### config.mk
export PLATFORM = sky130hd
export DESIGN_NAME = led_frame_buffer
export DESIGN_NICKNAME = d
export VERILOG_FILES = /design/src/rtl/led_frame_buffer.sv
export SDC_FILE = /design/constraint.sdc
export NUM_CORES = 1
export LEC_CHECK = 0
export ABC_AREA = 1
export ABC_CLOCK_PERIOD_IN_PS = 1100
export CAP_MARGIN = 5
export CORE_UTILIZATION = 30
export CTS_CLUSTER_DIAMETER = 40
export DETAILED_ROUTE_END_ITERATION = 8
export PLACE_DENSITY = 0.64
export SLEW_MARGIN = 20
export SYNTH_ARGS = -nofsm -noshare
export SYNTH_HDL_FRONTEND = slang
export SYNTH_SLANG_ARGS = --single-unit
### constraint.sdc
create_clock -name i_CLK -period 1.1 [get_ports i_CLK]
set_input_delay 0.22 -clock i_CLK [delete_from_list [all_inputs] [get_ports i_CLK]]
set_output_delay 0.22 -clock i_CLK [all_outputs]
set_load 0.02 [all_outputs]
### src/rtl/led_frame_buffer.sv
// led_frame_buffer: double-buffered 16-bit LED image with per-bit blinking.
// CPU writes land in a shadow image. The shadow image is copied to the
// display image only at a driver frame boundary, so a frame that is being
// shifted out never changes part-way through. The blink phase is timed by
// counting frame boundaries.
module led_frame_buffer #(
    parameter int BLINK_FRAMES = 64,
    parameter int BLINK_W      = 8
) (
    input  logic        i_CLK,
    input  logic        i_RESET,
    input  logic        i_WrEn,
    input  logic        i_WrSel,
    input  logic [1:0]  i_ByteEn,
    input  logic [15:0] i_WrData,
    input  logic        i_Commit,
    input  logic        i_FrameSync,
    output logic [15:0] o_Data16,
    output logic        o_Pending,
    output logic        o_BlinkPhase
);

    localparam logic [0:0] ST_IDLE    = 1'b0;
    localparam logic [0:0] ST_PENDING = 1'b1;

    localparam logic [BLINK_W-1:0] CNT_LAST = BLINK_W'(BLINK_FRAMES - 1);

    logic [0:0]         state;
    logic [0:0]         state_next;
    logic [15:0]        shadow;
    logic [15:0]        display;
    logic [15:0]        mask;
    logic [BLINK_W-1:0] blink_cnt;
    logic               blink_phase;
    logic               swap;
    logic               wr_shadow;
    logic               wr_mask;

    // Decode the write target and the swap event for this cycle.
    always_comb begin
        wr_shadow = i_WrEn & ~i_WrSel;
        wr_mask   = i_WrEn &  i_WrSel;
        swap      = (state == ST_PENDING) & i_FrameSync;
    end

    // Commit handshake: a commit waits for the next frame boundary; extra
    // commits while waiting are absorbed, and a commit that arrives in the
    // swap cycle is absorbed too.
    always_comb begin
        state_next = state;
        case (state)
            ST_IDLE:    if (i_Commit)    state_next = ST_PENDING;
            ST_PENDING: if (i_FrameSync) state_next = ST_IDLE;
            default:                     state_next = ST_IDLE;
        endcase
    end

    // State register.
    always_ff @(posedge i_CLK) begin
        if (i_RESET) state <= ST_IDLE;
        else         state <= state_next;
    end

    // Shadow image: byte-enabled CPU writes.
    always_ff @(posedge i_CLK) begin
        if (i_RESET) begin
            shadow <= '0;
        end else if (wr_shadow) begin
            if (i_ByteEn[0]) shadow[7:0]  <= i_WrData[7:0];
            if (i_ByteEn[1]) shadow[15:8] <= i_WrData[15:8];
        end
    end

    // Display image: takes the pre-write shadow value at a pending frame boundary.
    always_ff @(posedge i_CLK) begin
        if (i_RESET)   display <= '0;
        else if (swap) display <= shadow;
    end

    // Blink mask: byte-enabled writes, effective immediately.
    always_ff @(posedge i_CLK) begin
        if (i_RESET) begin
            mask <= '0;
        end else if (wr_mask) begin
            if (i_ByteEn[0]) mask[7:0]  <= i_WrData[7:0];
            if (i_ByteEn[1]) mask[15:8] <= i_WrData[15:8];
        end
    end

    // Blink timing: count frame boundaries, toggle phase on each wrap.
    always_ff @(posedge i_CLK) begin
        if (i_RESET) begin
            blink_cnt   <= '0;
            blink_phase <= 1'b1;
        end else if (i_FrameSync) begin
            if (blink_cnt == CNT_LAST) begin
                blink_cnt   <= '0;
                blink_phase <= ~blink_phase;
            end else begin
                blink_cnt <= blink_cnt + 1'b1;
            end
        end
    end

    // Outputs come straight from registers, so they are stable all cycle.
    always_comb begin
        o_Data16     = display & ~(mask & {16{~blink_phase}});
        o_Pending    = (state == ST_PENDING);
        o_BlinkPhase = blink_phase;
    end

endmodule
==> results of run 1 <==
## worst max-delay path, stage by stage, from the launching register on
cell,delay (ns)
dfxtp_4,0.35
inv_4,0.05
buf_12,0.14
a21boi_4,0.14
buf_6,0.13
## metal layers
| layer | routed length (um) | global-route usage, % | part of all wire [%] | up-vias |
|---|---|---|---|---|
| li1 | - | - | - | 1053 |
| met4 | 160 | 8.36 | 2.9 | 0 |
| met2 | 2570 | 22.8 | 47 | 31 |
| met1 | 2540 | 17.0 | 47 | 913 |
| met3 | 175 | 4.48 | 3.2 | 12 |
| met5 | 0 | 0 | 0 | - |
## kinds of logic after synthesis
group,count (synthesis),synth area share (%)
compound gates,117,28.1
xor+xnor,3,1.17
fa+ha+maj,1,0.557
buf+inv,53,9.36
flops,58,51.7
simple gates,42,9.09
## what timing repair did
action | CTS | global route
gates cloned | 0 | 2
setup endpoints to repair | 24 | 39
pin swaps | 1 | 2
buffers inserted | 1 | 1
gates resized for setup | 112 | 33
endpoints found under the hold margin | 0 | 0
## cell type report
class | instances | share of cell area, %
Tap cell | 99 | 3.53
Timing Repair Buffer | 70 | 21.9
Multi-Input combinational cell | 163 | 31.2
Sequential cell | 58 | 33.4
Clock buffer | 12 | 4.70
Clock inverter | 4 | 0.713
Inverter | 40 | 4.49
## flip-flops by register name (all words and copies together), names as in the netlist
name,count
blink_cnt,8
mask,16
o_Pending,1
shadow,16
o_BlinkPhase,1
display,16
## path summary, 6_finish.rpt
path / cells past startpoint / startpoint / slack [ns] / endpoint
hold / removal: 4 / i_FrameSync / 0.36 / blink_cnt[0]
setup / recovery: 4 / o_BlinkPhase / -0.26 / o_Data16[12]
setup reg to reg: 6 / blink_cnt[0] / 0 / blink_cnt[6]
hold reg to reg: 2 / shadow[1] / 0.45 / display[1]
## power groups by stage
stage	combinational (mW)	clock (mW)	sequential (mW)
global placement	0.571	0	2.31
CTS	0.588	1.88	2.27
finish	0.632	1.82	2.27
global route	0.690	1.96	2.28
floorplan	0.295	0	2.30
detailed placement	0.579	0	2.31
## cells in the final DEF (no fill, tap or decap), drive strengths merged
cell           Yosys  routed
dfxtp             58      58
a21oi             50      50
o21ai             50      50
buf                8      45
inv               40      40
clkdlybuf4s50      0      22
nand2             17      17
a21boi            16      16
clkbuf             5      14
nor2              13      13
nand3              9       9
nand4              2       2
clkinvlp           0       2
clkinv             0       2
xor2               2       2
or2                1       1
a31oi              1       1
xnor2              1       1
ha                 1       1
dlymetal6s2s       0       1
## stage by stage
stage	hold WS [ns]	setup TNS [ns]	worst slack (ns)	util, %	cell area, um^2
floorplan	0.289	0	0.0271	-	2380
global placement	0.432	-20.91	-0.398	42.9	3110
finish	0.359	-4.21	-0.264	48.4	3510
CTS	0.447	-4.60	-0.291	46.0	3330
global route	0.371	-5.22	-0.322	48.4	3510
detailed placement	0.438	-21.68	-0.414	42.9	3110
==> reports/summary.txt, run 1 <==
Status - finished, violations left
Failing checks - setup timing
TritonCTS sink count - 58
Top_reg_cell synth - dfxtp_1
Routed vias - 2009
Mapped Avg Cell Area - 8.19 um^2
DP Cell Count - 426
Clock slew at reported path FFs - 0.07 ns
F_max - 733 MHz
H-tree Lvls - 3
Pwr dens - 1350 mW/mm^2
CP Class - reg -> out
Startpoint Class - register
Die height - 88.5 um
Area of the multi-input gates - 0.00110 mm^2
Syn_nets - 299
Hold_buf cts - 0
Post-Layout Cell Count - 446
N_diodes - 0
Largest net degree at the start of global routing - 26
Detail Route Antenna Nets - 0
Core area - 0.00725 mm^2
Top Ports - 42
DRC - 0
Final clock skew - 0.00959 ns
Count leader, synth - dfxtp_1
Worst Max-Slew Pin Slew - 0.311 ns
Total power - 4.72 mW
First-pass GRT wire length - 8200 um
Yosys warning count - 0
Critical path capture point type - output port
Input/output buffers - 41
Comb pwr share - 13.4%
GP Congestion - 0.760
Critical path required time - 0.88 ns
Post-DP HPWL - 3660 um
DR WL/cell - 12.2 um
Gr usage total - 14.3%
Fill cells - 694
Row count - 31
Library cells used by synthesis - 24
Initial Util - 30.9%
Final setup vio count - 17
Sw Pwr - 1.18 mW
Sequential area share after synthesis - 51.7%
Synthesis-stage register bit count - 58
Final hold violations - 0
Total gr overflow - 0
Drt first pass iters - 4
Crit path arrival time - 1.14 ns
Ys async rst share - 0%
Peak VDD IR - 832 uV
Fin crit share - 124%
Iter 0 DRT Violations - 55
CTS buffer count - 9
CTS Root Cell - clkbuf_8
Reg power frac - 48.1%
RSZ-0062 raised after global routing - yes
Clock Power Share - 38.5%
CTS tree - done
Synthesized area - 0.00224 mm^2
Area leader, netlist - dfxtp_1
Sw frac - 25.0%
FF/Latch Area - 0.00117 mm^2
Cells after synthesis - 274
Detailed-route vias per instance - 4.50
Synth top area cells - dfxtp_1, a21oi_1, o21ai_0, inv_1, a21boi_0
DIE AREA - 0.00783 mm^2
Fin nets - 367
Worst Path Max Fanout - 8
Lkg Pwr - 1.38 nW
Clk Latency, worst-skew pair - 0.34 ns
Initial antenna violation count - 0
Vias in the first global route - 1842
Die X - 88.5 um
Worst setup margin - -0.264 ns
Max transition margin - 79.3%
Synth-to-layout area growth - 56.4%
Number of flops mapped to enable cells by yosys - 0
Share of layout cells above drive strength 1 - 31.1%
Share of the synthesized area in the top cell type - 51.7%
Min cycle time layout - 1.36 ns
Max Cap Viol - 0
Max Slew Vio Count - 0
Hold Path Class - in -> reg
Max Buffers Root-to-Sink - 2
Internal power - 3.54 mW
Synth top cells by count - dfxtp_1, a21oi_1, inv_1
Total length of routed wires - 5450 um
No activity file was read; power rests on OpenSTA's default activity.
==> run 2, diff against run 1 <==
--- a/config.mk
+++ b/config.mk
@@ -7,7 +7,7 @@
 export LEC_CHECK = 0
 export ABC_AREA = 1
 export ABC_CLOCK_PERIOD_IN_PS = 1100
-export CAP_MARGIN = 5
+export CORE_MARGIN = 8
 export CORE_UTILIZATION = 30
 export CTS_CLUSTER_DIAMETER = 40
 export DETAILED_ROUTE_END_ITERATION = 8
==> reports/summary.txt, run 2 (synthesis gave the netlist of run 1 again) <==
Hold_sp - i_WrEn (was i_FrameSync)
WP depth - 4 (unchanged)
Largest net degree at the start of global routing - 26 (unchanged)
F_max - 720 MHz (was 733 MHz)
WHS Path Cells - 4 (unchanged)
Hold_buf cts - 0 (unchanged)
TritonCTS sink count - 58 (unchanged)
Final clock skew - 0.00545 ns (was 0.00959 ns)
Hold Path Class - in -> reg (unchanged)
Final setup vio count - 18 (was 17)
Buffers and inverters on the worst path - 3 (unchanged)
Commonest non-fill, non-tap cell in the layout - dfxtp_1 (unchanged)
Row count - 31 (unchanged)
Startpoint Class - register (unchanged)
Detail Route Antenna Nets - 0 (unchanged)
Fin nets - 369 (was 367)
First-pass GRT wire length - 9510 um (was 8200 um)
RR Endpoint - blink_cnt[6] (unchanged)
Worst setup margin - -0.290 ns (was -0.264 ns)
Peak VDD IR - 724 uV (was 832 uV)
CTS tree - done (unchanged)
Pwr dens - 1480 mW/mm^2 (was 1350 mW/mm^2)
DRC - 0 (unchanged)
Total gr overflow - 0 (unchanged)
R2R Path Start - blink_cnt[4] (was blink_cnt[0])
Worst Max-Slew Pin Slew - 0.299 ns (was 0.311 ns)
RSZ-0062 raised after global routing - yes (unchanged)
Vias in the first global route - 2043 (was 1842)
Input/output buffers - 41 (unchanged)
Status - finished, violations left (unchanged)
Die X - 103 um (was 88.5 um)
Lkg Pwr - 1.41 nW (was 1.38 nW)
Worst R2R Setup Slack - -0.05 ns (was 0 ns)
Max transition margin - 80.1% (was 79.3%)
Min cycle time layout - 1.39 ns (was 1.36 ns)
Crit path cell chain - inv_6 > buf_6 > a21boi_4 > buf_6 (was inv_4 > buf_12 > a21boi_4 > buf_6)
Share of layout cells above drive strength 1 - 30.7% (was 31.1%)
Failing checks - setup timing (unchanged)
Initial antenna violation count - 0 (unchanged)
Crit path arrival time - 1.17 ns (was 1.14 ns)
Hold WS - 0.405 ns (was 0.359 ns)
WHS Endpoint - shadow[2] (was blink_cnt[0])
Largest registers - display: 16 flops, mask: 16 flops, shadow: 16 flops (unchanged)
Detailed-route vias per instance - 4.57 (was 4.50)
DR WL/cell - 13.0 um (was 12.2 um)
Max Cap Viol - 0 (unchanged)
Worst Path Max Fanout - 5 (was 8)
Total length of routed wires - 5830 um (was 5450 um)
GP Congestion - 0.762 (was 0.760)
Top delay family on crit path - flip-flops (unchanged)
Top Ports - 42 (unchanged)
R2R depth - 5 (was 6)
Most frequent cells in the layout - dfxtp_1, a21oi_1, inv_1 (unchanged)
Most common cell type on the critical path - buf_6
Fin util - 49.2% (was 48.4%)
CP Class - reg -> out (unchanged)
Fin crit share - 126% (was 124%)
N_diodes - 0 (unchanged)
Clk Latency, worst-skew pair - 0.33 ns (was 0.34 ns)
Synth-to-layout area growth - 58.9% (was 56.4%)
CTS buffer count - 9 (unchanged)
Iter 0 DRT Violations - 56 (was 55)
Critical path required time - 0.88 ns (about the same)
CTS Root Cell - clkbuf_8 (unchanged)
Max Slew Vio Count - 0 (unchanged)
Crit-path max cell delay - 0.36 ns (was 0.35 ns)
DIE AREA - 0.0105 mm^2 (was 0.00783 mm^2)
Clock slew at reported path FFs - 0.07 ns (about the same)
Initial Util - 30.9% (unchanged)
H-tree Lvls - 3 (unchanged)
Post-DP HPWL - 4030 um (was 3660 um)
Core area - 0.00725 mm^2 (unchanged)
Drt first pass iters - 4 (unchanged)
Die height - 103 um (was 88.5 um)
Final hold violations - 0 (unchanged)
Max Buffers Root-to-Sink - 2 (unchanged)
Critical path capture point type - output port (unchanged)
Crit-path slowest cell - dfxtp_4 (unchanged)
Gr usage total - 11.7% (was 14.3%)
Routed vias - 2046 (was 2009)
[run 2: changes by cell type in the layout (fill, tap and decap cells not counted), sizes merged]
cell	before	now
dlygate4sd2	0	1
buf	45	47
clkdlybuf4s50	22	21
clkinvlp	2	0
bufinv	0	2
[run 2: worst max-delay path by stage]
stage / start / endpoint / slack, ns
after detailed placement: o_BlinkPhase / o_Data16[3] / -0.46
after floorplan: o_BlinkPhase / o_Data16[10] / 0.03
after CTS: o_BlinkPhase / o_Data16[6] / -0.30
final: o_BlinkPhase / o_Data16[0] / -0.29
after global routing: o_BlinkPhase / o_Data16[5] / -0.33
after global placement: o_BlinkPhase / o_Data16[4] / -0.45
[run 2: report_power, final]
| group | switching, mW | internal [mW] |
|---|---|---|
| sequential | 0.0662 | 2.21 |
| clock | 0.823 | 1.53 |
| combinational | 0.297 | 0.346 |
[run 2: final cells by class]
type,instances,area (um^2)
fillers,692,3690
flip-flops and latches,58,1170
multi-input cells,163,1090
repair buffers,72,779
clock buffers,12,176
inverters,40,160
well taps,99,124
clock inverters,4,70.1
[run 2: timing repair]
action | 4_1_cts | 5_1_grt
endpoints found under the setup margin | 24 | 55
gates cloned | 0 | 2
resized for setup | 114 | 34
buffers inserted | 0 | 0
pin swaps | 0 | 7
[run 2: worst min-delay path: stages]
cell and delay (ns):
dlymetal6s2s_1 0.16, nand3_2 0.11, buf_12 0.13, a21oi_1 0.06
[run 2: stage by stage]
step                      power, mW  setup TNS, ns  area, um^2  setup WS, ns  cells
after floorplan                2.60              0        2380        0.0271    274
after global placement         2.88         -21.95        3140        -0.449    430
after detailed placement       2.90         -22.60        3140        -0.465    430
after CTS                      5.28          -4.49        3420        -0.296    446
after global routing           5.49          -5.21        3570        -0.333    448
final                          5.27          -4.22        3570        -0.290    448
[run 2: per-layer routing]
layer | global-route usage, % | wire length [um] | vias up
met2 | 18.7 | 2860 | 42
met5 | 0 | 0 | -
met4 | 8.58 | 217 | 0
met3 | 2.97 | 205 | 15
li1 | - | - | 1055
met1 | 13.3 | 2540 | 934
==> run 3, diff against run 2 <==
--- a/config.mk
+++ b/config.mk
@@ -12,6 +12,7 @@
 export CTS_CLUSTER_DIAMETER = 40
 export DETAILED_ROUTE_END_ITERATION = 8
 export PLACE_DENSITY = 0.64
+export SKIP_CTS_REPAIR_TIMING = 1
 export SLEW_MARGIN = 20
 export SYNTH_ARGS = -nofsm -noshare
 export SYNTH_HDL_FRONTEND = slang
==> constraint.sdc (replaced) <==
create_clock -name i_CLK -period 1.1 [get_ports i_CLK]
set_input_delay 0.11 -clock i_CLK [delete_from_list [all_inputs] [get_ports i_CLK]]
set_output_delay 0.11 -clock i_CLK [all_outputs]
set_load 0.02 [all_outputs]
==> reports/summary.txt, run 3 (synthesis gave the netlist of run 1 again) <==
WHS Endpoint - blink_cnt[0] (was shadow[2])
Initial antenna violation count - 0 (unchanged)
R2R Path Start - blink_cnt[1] (was blink_cnt[4])
Post-Layout Cell Count - 445 (was 448)
GP Congestion - 0.727 (was 0.762)
FF/Latch Area - 0.00117 mm^2 (about the same)
DP Cell Count - 428 (was 430)
Detailed-route vias per instance - 4.48 (was 4.57)
Die height - 103 um (unchanged)
Total length of routed wires - 5490 um (was 5830 um)
Fin util - 46.6% (was 49.2%)
WHS Path Cells - 4 (unchanged)
Fin nets - 366 (was 369)
Crit-path slowest cell - dfxtp_2 (was dfxtp_4)
Fill cells - 710 (was 692)
Largest net degree at the start of global routing - 29 (was 26)
Commonest non-fill, non-tap cell in the layout - dfxtp_1 (unchanged)
Post-DP HPWL - 3960 um (was 4030 um)
RR Endpoint - blink_cnt[6] (unchanged)
CTS Root Cell - clkbuf_8 (unchanged)
Crit-path max cell delay - 0.35 ns (was 0.36 ns)
Clk Latency, worst-skew pair - 0.32 ns (was 0.33 ns)
Share of layout cells above drive strength 1 - 28.0% (was 30.7%)
DIE AREA - 0.0105 mm^2 (unchanged)
Gr usage total - 11.0% (was 11.7%)
Max transition margin - 83.6% (was 80.1%)
Startpoint Class - register (unchanged)
First-pass GRT wire length - 8940 um (was 9510 um)
Clock slew at reported path FFs - 0.06 ns (was 0.07 ns)
Max Buffers Root-to-Sink - 2 (unchanged)
Worst R2R Setup Slack - -0.01 ns (was -0.05 ns)
Final setup vio count - 17 (was 18)
Die X - 103 um (unchanged)
Hold Path Class - in -> reg (unchanged)
Total gr overflow - 0 (unchanged)
Critical path required time - 0.99 ns (was 0.88 ns)
Detail Route Antenna Nets - 0 (unchanged)
Routed vias - 1992 (was 2046)
Area of the multi-input gates - 0.00107 mm^2 (was 0.00109 mm^2)
Core area - 0.00725 mm^2 (unchanged)
TritonCTS sink count - 58 (unchanged)
Final clock skew - 0.00259 ns (was 0.00545 ns)
Critical path capture point type - output port (unchanged)
Worst setup margin - -0.405 ns (was -0.290 ns)
CP Class - reg -> out (unchanged)
Synth-to-layout area growth - 50.7% (was 58.9%)
Crit path arrival time - 1.39 ns (was 1.17 ns)
Fin crit share - 137% (was 126%)
CTS buffer count - 9 (unchanged)
Worst Path Max Fanout - 8 (was 5)
Initial Util - 30.9% (unchanged)
Status - finished, violations left (unchanged)
Max Slew Vio Count - 0 (unchanged)
Worst Max-Slew Pin Slew - 0.246 ns (was 0.299 ns)
Row count - 31 (unchanged)
Total power - 4.65 mW (was 5.27 mW)
Pwr dens - 1370 mW/mm^2 (was 1480 mW/mm^2)
Iter 0 DRT Violations - 46 (was 56)
RSZ-0062 raised after global routing - yes (unchanged)
R2R depth - 6 (was 5)
DRC - 0 (unchanged)
Peak VDD IR - 584 uV (was 724 uV)
Fin Setup TNS - -6.23 ns (was -4.22 ns)
N_diodes - 0 (unchanged)
Input/output buffers - 41 (unchanged)
CTS tree - done (unchanged)
H-tree Lvls - 3 (unchanged)
Top Ports - 42 (unchanged)
Lkg Pwr - 1.34 nW (was 1.41 nW)
DR WL/cell - 12.3 um (was 13.0 um)
Min cycle time layout - 1.50 ns (was 1.39 ns)
F_max - 665 MHz (was 720 MHz)
Final hold violations - 0 (unchanged)
Hold_sp - i_FrameSync (was i_WrEn)
Vias in the first global route - 1948 (was 2043)
Most frequent cells in the layout - dfxtp_1, a21oi_1, inv_1 (unchanged)
Failing checks - setup timing (unchanged)
Crit path cell chain - clkinvlp_4 > buf_8 > a21boi_4 > buf_6 (was inv_6 > buf_6 > a21boi_4 > buf_6)
Max Cap Viol - 0 (unchanged)
Drt first pass iters - 4 (unchanged)
Largest registers - display: 16 flops, mask: 16 flops, shadow: 16 flops (unchanged)
==> run 3: through the flow <==
stage | cell area (um^2) | setup WS, ns | hold WS, ns
floorplan | 2370 | -0.0186 | 0.179
global placement | 3070 | -0.447 | 0.428
detailed placement | 3070 | -0.454 | 0.433
CTS | 3260 | -0.842 | 0.395
global route | 3380 | -0.461 | 0.290
finish | 3380 | -0.405 | 0.265
==> run 3: layout make-up <==
class | instances | area share [%]
clock buffer | 14 | 5.10
clock inverter | 2 | 0.296
inverter | 40 | 4.62
multi-input combinational | 163 | 31.5
sequential | 58 | 34.6
tap | 99 | 3.66
timing repair buffer | 69 | 20.2
==> run 3: per-layer routing <==
metal,share of wire [%],GRT usage (%),vias up
met5,0,0,-
met4,1.9,6.09,0
met3,6.1,4.05,9
met2,45,16.8,37
met1,47,13.2,901
li1,-,-,1045
==> run 3: worst max-delay path by stage <==
stage	start	to	slack (ns)	cells after the start
after floorplan	o_BlinkPhase	o_Data16[0]	-0.02	2
after global placement	o_BlinkPhase	o_Data16[10]	-0.45	4
after detailed placement	o_BlinkPhase	o_Data16[10]	-0.45	4
after CTS	o_BlinkPhase	o_Data16[10]	-0.84	4
after global routing	o_BlinkPhase	o_Data16[1]	-0.46	4
final	o_BlinkPhase	o_Data16[10]	-0.40	4
==> run 3: report_power, final <==
part	leakage [nW]	internal (mW)	switching [mW]	total, mW
Combinational	0.768	0.310	0.279	0.588
Sequential	0.476	2.21	0.0635	2.27
Clock	0.0965	0.997	0.792	1.79
Total	1.34	3.52	1.13	4.65
==> run 3: critical path: cells and delay by family, from the launching register on <==
family,cells,cell delay (ns)
buffers and inverters,3,0.59
AO/OA/AOI/OAI,1,0.12
flip-flops,1,0.35
